$ cat src/rtl/mod_addsub_pipe_if.sv
// Operand/result handshake bundle for mod_addsub_pipe.
interface mod_addsub_pipe_if #(
  parameter int unsigned WIDTH = 23,
  parameter int unsigned TAG_W = 4,
  parameter int unsigned CNT_W = 16
);
  logic             valid_i;
  logic             ready_o;
  logic             sub_i;
  logic [WIDTH-1:0] a_i;
  logic [WIDTH-1:0] b_i;
  logic [WIDTH-1:0] q_i;
  logic [TAG_W-1:0] tag_i;
  logic             valid_o;
  logic             ready_i;
  logic [WIDTH-1:0] c_o;
  logic [TAG_W-1:0] tag_o;
  logic [CNT_W-1:0] ops_o;

  modport master (
    output valid_i, sub_i, a_i, b_i, q_i, tag_i, ready_i,
    input  ready_o, valid_o, c_o, tag_o, ops_o
  );

  modport slave (
    input  valid_i, sub_i, a_i, b_i, q_i, tag_i, ready_i,
    output ready_o, valid_o, c_o, tag_o, ops_o
  );
endinterface

$ cat src/rtl/mod_addsub_pipe.sv
// Two-stage pipelined modular adder/subtractor with valid/ready back-pressure.
module mod_addsub_pipe #(
  parameter int unsigned WIDTH = 23,
  parameter int unsigned TAG_W = 4,
  parameter int unsigned CNT_W = 16
) (
  input  logic                clk_i,
  input  logic                rst_i,
  mod_addsub_pipe_if.slave    bus
);

  logic             v1_q, sub1_q;
  logic [WIDTH:0]   r1_q, r1_d;
  logic [WIDTH-1:0] q1_q;
  logic [TAG_W-1:0] tag1_q;

  logic             v2_q;
  logic [WIDTH-1:0] c_q, c_d;
  logic [TAG_W-1:0] tag2_q;
  logic [CNT_W-1:0] ops_q;

  logic             en1, en2;
  logic [WIDTH:0]   r1_minus_q;

  assign en2 = !v2_q || bus.ready_i;
  assign en1 = !v1_q || en2;

  always_comb begin
    r1_d = '0;
    if (bus.sub_i) r1_d = {1'b0, bus.a_i} - {1'b0, bus.b_i};
    else           r1_d = {1'b0, bus.a_i} + {1'b0, bus.b_i};
  end

  assign r1_minus_q = r1_q - {1'b0, q1_q};

  always_comb begin
    c_d = r1_q[WIDTH-1:0];
    if (sub1_q) begin
      if (r1_q[WIDTH]) c_d = r1_q[WIDTH-1:0] + q1_q;
    end else begin
      if (r1_q >= {1'b0, q1_q}) c_d = r1_minus_q[WIDTH-1:0];
    end
  end

  always_ff @(posedge clk_i) begin
    if (rst_i) begin
      v1_q   <= 1'b0;
      sub1_q <= 1'b0;
      r1_q   <= '0;
      q1_q   <= '0;
      tag1_q <= '0;
    end else if (en1) begin
      v1_q <= bus.valid_i;
      if (bus.valid_i) begin
        sub1_q <= bus.sub_i;
        r1_q   <= r1_d;
        q1_q   <= bus.q_i;
        tag1_q <= bus.tag_i;
      end
    end
  end

  always_ff @(posedge clk_i) begin
    if (rst_i) begin
      v2_q   <= 1'b0;
      c_q    <= '0;
      tag2_q <= '0;
    end else if (en2) begin
      v2_q <= v1_q;
      if (v1_q) begin
        c_q    <= c_d;
        tag2_q <= tag1_q;
      end
    end
  end

  always_ff @(posedge clk_i) begin
    if (rst_i)                      ops_q <= '0;
    else if (v2_q && bus.ready_i)   ops_q <= ops_q + CNT_W'(1);
  end

  assign bus.ready_o = en1;
  assign bus.valid_o = v2_q;
  assign bus.c_o     = c_q;
  assign bus.tag_o   = tag2_q;
  assign bus.ops_o   = ops_q;

endmodule

$ cat src/flat_wrapper.sv
// flat-port wrapper written by rule: the top's interface ports become plain ports
module mod_addsub_pipe_flat 
#(
  parameter int unsigned WIDTH = 23,
  parameter int unsigned TAG_W = 4,
  parameter int unsigned CNT_W = 16
)
  (clk_i, rst_i, bus_valid_i, bus_sub_i, bus_a_i, bus_b_i, bus_q_i, bus_tag_i, bus_ready_i, bus_ready_o, bus_valid_o, bus_c_o, bus_tag_o, bus_ops_o);
  mod_addsub_pipe_if #(.WIDTH(WIDTH), .TAG_W(TAG_W), .CNT_W(CNT_W)) bus_i ();
  input  logic clk_i;
  input  logic rst_i;
  input wire logic [$bits(bus_i.valid_i)-1:0] bus_valid_i;
  input wire logic [$bits(bus_i.sub_i)-1:0] bus_sub_i;
  input wire logic [$bits(bus_i.a_i)-1:0] bus_a_i;
  input wire logic [$bits(bus_i.b_i)-1:0] bus_b_i;
  input wire logic [$bits(bus_i.q_i)-1:0] bus_q_i;
  input wire logic [$bits(bus_i.tag_i)-1:0] bus_tag_i;
  input wire logic [$bits(bus_i.ready_i)-1:0] bus_ready_i;
  output wire logic [$bits(bus_i.ready_o)-1:0] bus_ready_o;
  output wire logic [$bits(bus_i.valid_o)-1:0] bus_valid_o;
  output wire logic [$bits(bus_i.c_o)-1:0] bus_c_o;
  output wire logic [$bits(bus_i.tag_o)-1:0] bus_tag_o;
  output wire logic [$bits(bus_i.ops_o)-1:0] bus_ops_o;
  assign bus_i.valid_i = bus_valid_i;
  assign bus_i.sub_i = bus_sub_i;
  assign bus_i.a_i = bus_a_i;
  assign bus_i.b_i = bus_b_i;
  assign bus_i.q_i = bus_q_i;
  assign bus_i.tag_i = bus_tag_i;
  assign bus_i.ready_i = bus_ready_i;
  assign bus_ready_o = bus_i.ready_o;
  assign bus_valid_o = bus_i.valid_o;
  assign bus_c_o = bus_i.c_o;
  assign bus_tag_o = bus_i.tag_o;
  assign bus_ops_o = bus_i.ops_o;
  mod_addsub_pipe #(.WIDTH(WIDTH), .TAG_W(TAG_W), .CNT_W(CNT_W)) u_core (.clk_i(clk_i), .rst_i(rst_i), .bus(bus_i));
endmodule
$ cat config.mk
export PLATFORM = sky130hd
export DESIGN_NAME = mod_addsub_pipe_flat
export DESIGN_NICKNAME = d
export VERILOG_FILES = /design/src/rtl/mod_addsub_pipe_if.sv /design/src/rtl/mod_addsub_pipe.sv /design/src/flat_wrapper.sv
export SDC_FILE = /design/constraint.sdc
export NUM_CORES = 1
export LEC_CHECK = 0
export CAP_MARGIN = 20
export CORE_UTILIZATION = 50
export DETAILED_ROUTE_END_ITERATION = 16
export HOLD_SLACK_MARGIN = 0.02
export PLACE_DENSITY = 0.82
export SYNTH_ARGS = -nofsm -noshare
export SYNTH_HDL_FRONTEND = slang
export SYNTH_SLANG_ARGS = --single-unit
$ cat constraint.sdc
create_clock -name clk_i -period 4.4 [get_ports clk_i]
set_input_delay 1.32 -clock clk_i [delete_from_list [all_inputs] [get_ports clk_i]]
set_output_delay 1.32 -clock clk_i [all_outputs]
set_load 0.005 [all_outputs]
# ---- Yosys cells after proc, flatten, opt, wreduce, memory -nomap -nowiden
# Cells that the tools add are included.
dict set report word_totals {
  latchBits 0
  reg_bits 97
  romBits 0
  mem_count 0
  wordCells 26
  input_bits 78
  ramBits 0
  output_inout_bits 45
}
dict set report classes {
  bitwise_logic 0
  mux 4
  n_shift 0
  n_reduce_logical 7
  div_mod_pow 0
  multipliers 0
  n_eq_ne 0
  add_sub_neg 5
  order_cmp 1
}
# cell count
set ops {}
lappend ops {{$mux W23} 3}
lappend ops {{$add A23 B23 Y24} 1}
lappend ops {{$ge A24 B23 Y1} 1}
lappend ops {{$mux W24} 1}
lappend ops {{$sub A23 B23 Y24} 1}
lappend ops {{$add A23 B23 Y23} 1}
lappend ops {{$sub A23 B23 Y23} 1}
lappend ops {{$add A16 B1 Y16 const B} 1}
lappend ops {{$reduce_and A2 Y1} 2}
lappend ops {{$logic_not A1 Y1} 2}
lappend ops {{$logic_or A1 B1 Y1} 2}
lappend ops {{$logic_and A1 B1 Y1} 1}

# ---- Depth between registers and ports, before layout
dict set report logic_depth {
  word_depth 4
  ltp_mapped 17
}

# ---- Worst setup path before layout
# No wires, ideal clock.
dict set report synth_timing {
  path_kind {input -> register}
  startpoint {input port bus_b_i[3]}
  endpoint {register u_core.r1_q[23]}
  path_slack_ps 78
  setup_ps 87
  required_ps 4313
  t_arrival_ps 4235
  cell_stages 17
  cell_sequence {nor3_1 nand2_1 nor4b_1 and3_1 nor2b_1 a21oi_1 xnor2_1 ha_1 and3_1 and2_1 nand2_1 o22ai_1 a31oi_1 o21a_1 o21ai_0 xor2_1 o31ai_1}
}
dict set report synth_via {
  elab_chain_len 2
}
# item line_no
set synth_lines {}
lappend synth_lines {{from (decl)} flat_wrapper.sv:15} ;# input wire logic [$bits(bus_i.b_i)-1:0] bus_b_i;
lappend synth_lines {{$add A23 B23 Y24 / $sub A23 B23 Y24 (equally long branches)} {mod_addsub_pipe.sv:31, mod_addsub_pipe.sv:30}}
lappend synth_lines {{$mux W24 (*)} mod_addsub_pipe.sv:30} ;# if (bus.sub_i) r1_d = {1'b0, bus.a_i} - {1'b0, bus.b_i};
lappend synth_lines {{to (signal assigned)} mod_addsub_pipe.sv:56} ;# r1_q <= r1_d;
lappend synth_lines {{to (decl)} mod_addsub_pipe.sv:13} ;# logic [WIDTH:0] r1_q, r1_d;
# Every way passes the cells marked *; elsewhere a longest branch is shown, timed or not.
# A chain may end at the register's enable or synchronous reset.

# ---- Worst setup path in the final report
dict set report layout_timing {
  startpoint {input port bus_b_i[5]}
  endpoint {register u_core.r1_q[23]}
}
# The elaborated chain is that of the path after synthesis.

==> flow_summary_export.csv <==
group,metric,value,unit
run_status,status,"finished clean",
sta,setup_tns,0,ns
drt,ant_nets,0,
cells_and_area,final_cells,1487,
clock_network,clock_path_buffers,2,
die,pin_count,123,
yosys,synth_top_cell_by_area,"dfxtp_1",
sta,maxSlewHeadroom,33.0,%
placed_design,place.gp.congestion,0.940,
setup_path,critPathMaxFanout,3,
drt,vias,8464,
cells_and_area,diodes,0,
yosys,ys_ff_latch,97,
setup_path,slowest_delay,0.42,ns
sta,finalSetupViolCount,0,
clock_network,h-tree-depth,3,
cells_and_area,multi_input_area,5720,µm²
yosys,synth_seq_area_share,24.2,%
die,chipHeight,129,µm
placed_design,dp_hpwl,17800,µm
drt,viasPerCell,5.69,
yosys,async_flop_share,0,%
power_and_ir_drop,p_per_area,328,nW/µm²
setup_path,endpoint_kind,"flip-flop",
die,initial_core_util,52.1,%
clock_network,cts-root-buf,"clkbuf_16",
setup_path,r2r_setup_slack,0.62,ns
setup_path,path_cells,"clkdlybuf4s50_1 -> inv_1 -> nand2_2 -> nor4b_4 -> buf_4 -> and3_4 -> nor2b_4 -> a21oi_2 -> xnor2_1 -> ha_1 -> and3_1 -> and2_1 -> nand2_1 -> o22ai_2 -> a31oi_2 -> o21a_1 -> o21ai_1 -> xor2_1 -> o31ai_2",
sta,rsz0062_at_grt,"true",
clock_network,cts.sinks,97,
clock_network,clk_latency,0.36,ns
drt,totalWireLength,23500,µm
clock_network,cts_made_buffers,9,
yosys,synth-edff-count,0,
setup_path,critPathLaunchType,"input pin",
sta,maxSlewViolCount,0,
drt,drc,0,
sta,whs,0.452,ns
die,die_area,16600,µm²
global_route,grt_antenna_before_repair,0,
global_route,overflow,0,
yosys,syn_nets,1250,
cells_and_area,final-seq-area,1940,µm²
sta,min_period,4.25,ns
clock_network,holdBufCountCts,0,
cells_and_area,drive_above_1_share,11.0,%
clock_network,cts_tree,"yes",
setup_path,cp.arrival,4.53,ns
die,rows,45,
power_and_ir_drop,max-vdd-ir-drop,0.000269,V
yosys,synth-main-ff-cell,"dfxtp_1",
sta,max_freq,0.236,GHz
yosys,synth_top_area_share,24.2,%
die,die_width,129,µm
yosys,synth_area,8040,µm²
hold_path,hold_path_class,"reg -> reg",
sta,finalClockSkew,0.0118,ns
job,drv_cap,0,
setup_path,cp_data_required_time,4.68,ns
setup_path,critical_path_class,"in -> reg",
die,coreArea,15400,µm²
drt,drtPass1Iterations,5,
setup_path,crit_slowest_cell,"clkdlybuf4s50_1",
yosys,ys.warnings.count,0,
placed_design,port-buffer-count,122,
power_and_ir_drop,leakage,4.28,nW
drt,post_drt_wl_per_cell,15.8,µm
sta,finalCritPeriodShare,96.5,%
sta,hold_viol,0,
drt,drt_iter0_markers,539,
cells_and_area,nFillCells,1367,
yosys,synth.area.top_cells,"dfxtp_1 (24%), ha_1 (11%), a21oi_1 (8.0%)",
clock_network,clkTransAtPathRegs,0.08,ns
global_route,grt_max_degree,54,
yosys,avgSynthCellArea,7.32,µm²
global_route,grt_pass1_wl,37600,µm
sta,worst_pin_slew,1.00,ns
placed_design,placed_cells,1466,
yosys,syn_inst,1098,
cells_and_area,nNetsFinal,1423,
global_route,grt_pass1_vias,7843,
cells_and_area,areaGrowthSynthToFinish,29.1,%
yosys,ys_types,69,
global_route,grt.total_usage,28.6,%
==> logic make-up (layout without fill, tap and decap cells) <==
group	count (synthesis)	after routing	share of synthesized area [%]
AND/OR/NAND/NOR	393	393	22.1
AO/OA/AOI/OAI	329	329	26.2
adder cells (fa/ha/maj)	74	74	11.8
XOR/XNOR	79	79	8.61
buffers and inverters	118	296	5.99
multiplexers	8	8	1.06
flip-flops	97	97	24.2
==> report_power, final <==
group / leakage (nW) / switching (mW) / internal (mW)
registers: 0.795 / 0.0782 / 0.949
logic: 3.35 / 0.852 / 0.735
clock network: 0.138 / 0.386 / 0.398
total: 4.28 / 1.32 / 2.08
==> repair_timing <==
action                                  CTS  global route
resized for setup                         9            19
endpoints found under the setup margin    4            12
pin swaps                                 6            13
buffers inserted                          3             2
==> synthesized netlist by cell type (all sizes together), types with 5 or more instances <==
master  number
a211o        6
a211oi      26
a21o        13
a21oi      129
a31oi       14
and2         8
and3        12
buf         13
clkbuf      41
dfxtp       97
ha          71
inv         62
nand2      145
nand2b      12
nand3       21
nand4        7
nor2       109
nor2b       16
nor3        26
nor4         5
o211ai      14
o21a        10
o21ai       45
o21bai       9
o31ai       15
or2          5
or3         18
xnor2       56
xor2        23
==> layout make-up <==
type                    instances  area share (%)
clock buffers                  10            2.21
clock inverters                 6           0.591
inverters                      64            2.32
multi-input cells             883            55.1
flip-flops and latches         97            18.7
well taps                     211            2.54
repair buffers                216            18.5
==> worst paths after layout <==
check,start,end,depth (start not counted)
max,bus_b_i[5],u_core.r1_q[23],19
min,u_core.tag1_q[0],u_core.bus.tag_o[0],2
max reg2reg,u_core.r1_q[15],u_core.bus.c_o[7],10
min reg2reg,u_core.tag1_q[0],u_core.bus.tag_o[0],2
==> worst max-delay path, delay by kind of cell <==
family / cells / cell delay, ns
AO/OA/AOI/OAI: 6 / 0.76
AND/OR/NAND/NOR: 7 / 1.12
adder cells (fa/ha/maj): 1 / 0.29
XOR/XNOR: 2 / 0.31
buffers and inverters: 3 / 0.71
==> layer usage <==
metal	up-vias	GRT usage, %	part of all wire, %
met3	34	4.78	6.2
li1	4228	-	-
met5	-	0	0
met4	0	7.27	1.4
met1	3916	37.1	45
met2	286	49.0	47
==> stage by stage <==
step | utilization [%] | power, mW | setup WS [ns] | instance area, µm²
floorplan | - | 2.08 | 0.0779 | 8040
global placement | 64.5 | 2.56 | -0.392 | 9950
detailed placement | 64.5 | 2.58 | -0.561 | 9950
CTS | 66.7 | 3.37 | 0.0152 | 10300
global route | 67.3 | 3.60 | -0.0809 | 10400
finish | 67.3 | 3.40 | 0.155 | 10400
==> placed cells by master (no fill, tap or decap), types with 4 or more instances in the layout <==
cell type | netlist | final
nand2_1 | 145 | 144
a21oi_1 | 129 | 127
clkdlybuf4s50_1 | 0 | 118
nor2_1 | 109 | 107
dfxtp_1 | 97 | 97
buf_4 | 1 | 94
ha_1 | 71 | 70
inv_1 | 62 | 62
xnor2_1 | 56 | 55
o21ai_0 | 43 | 40
nor3_1 | 26 | 25
xor2_1 | 23 | 23
a211oi_1 | 24 | 23
nand3_1 | 21 | 21
or3_1 | 18 | 18
nor2b_1 | 16 | 15
o211ai_1 | 14 | 14
a21o_1 | 13 | 13
nand2b_1 | 12 | 12
a31oi_1 | 14 | 12
o31ai_1 | 14 | 12
and3_1 | 12 | 11
o21a_1 | 10 | 10
o21bai_1 | 9 | 9
clkbuf_16 | 0 | 9
nand4_1 | 7 | 7
and2_1 | 7 | 6
a211o_1 | 6 | 6
o21ai_1 | 2 | 5
nor4_1 | 5 | 4
a311oi_1 | 4 | 4
a221o_1 | 4 | 4
nand3b_1 | 4 | 4
a32o_1 | 4 | 4
mux2_2 | 4 | 4
==> state kept, by name, summed over array words and instances (netlist names) <==
| register | cells |
|---|---|
| u_core.bus.ops_o | 16 |
| u_core.bus.valid_o | 1 |
| u_core.bus.tag_o | 4 |
| u_core.sub1_q | 1 |
| u_core.v1_q | 1 |
| u_core.r1_q | 24 |
| u_core.tag1_q | 4 |
| u_core.bus.c_o | 23 |
| u_core.q1_q | 23 |
(Power assumes the default switching activity.)
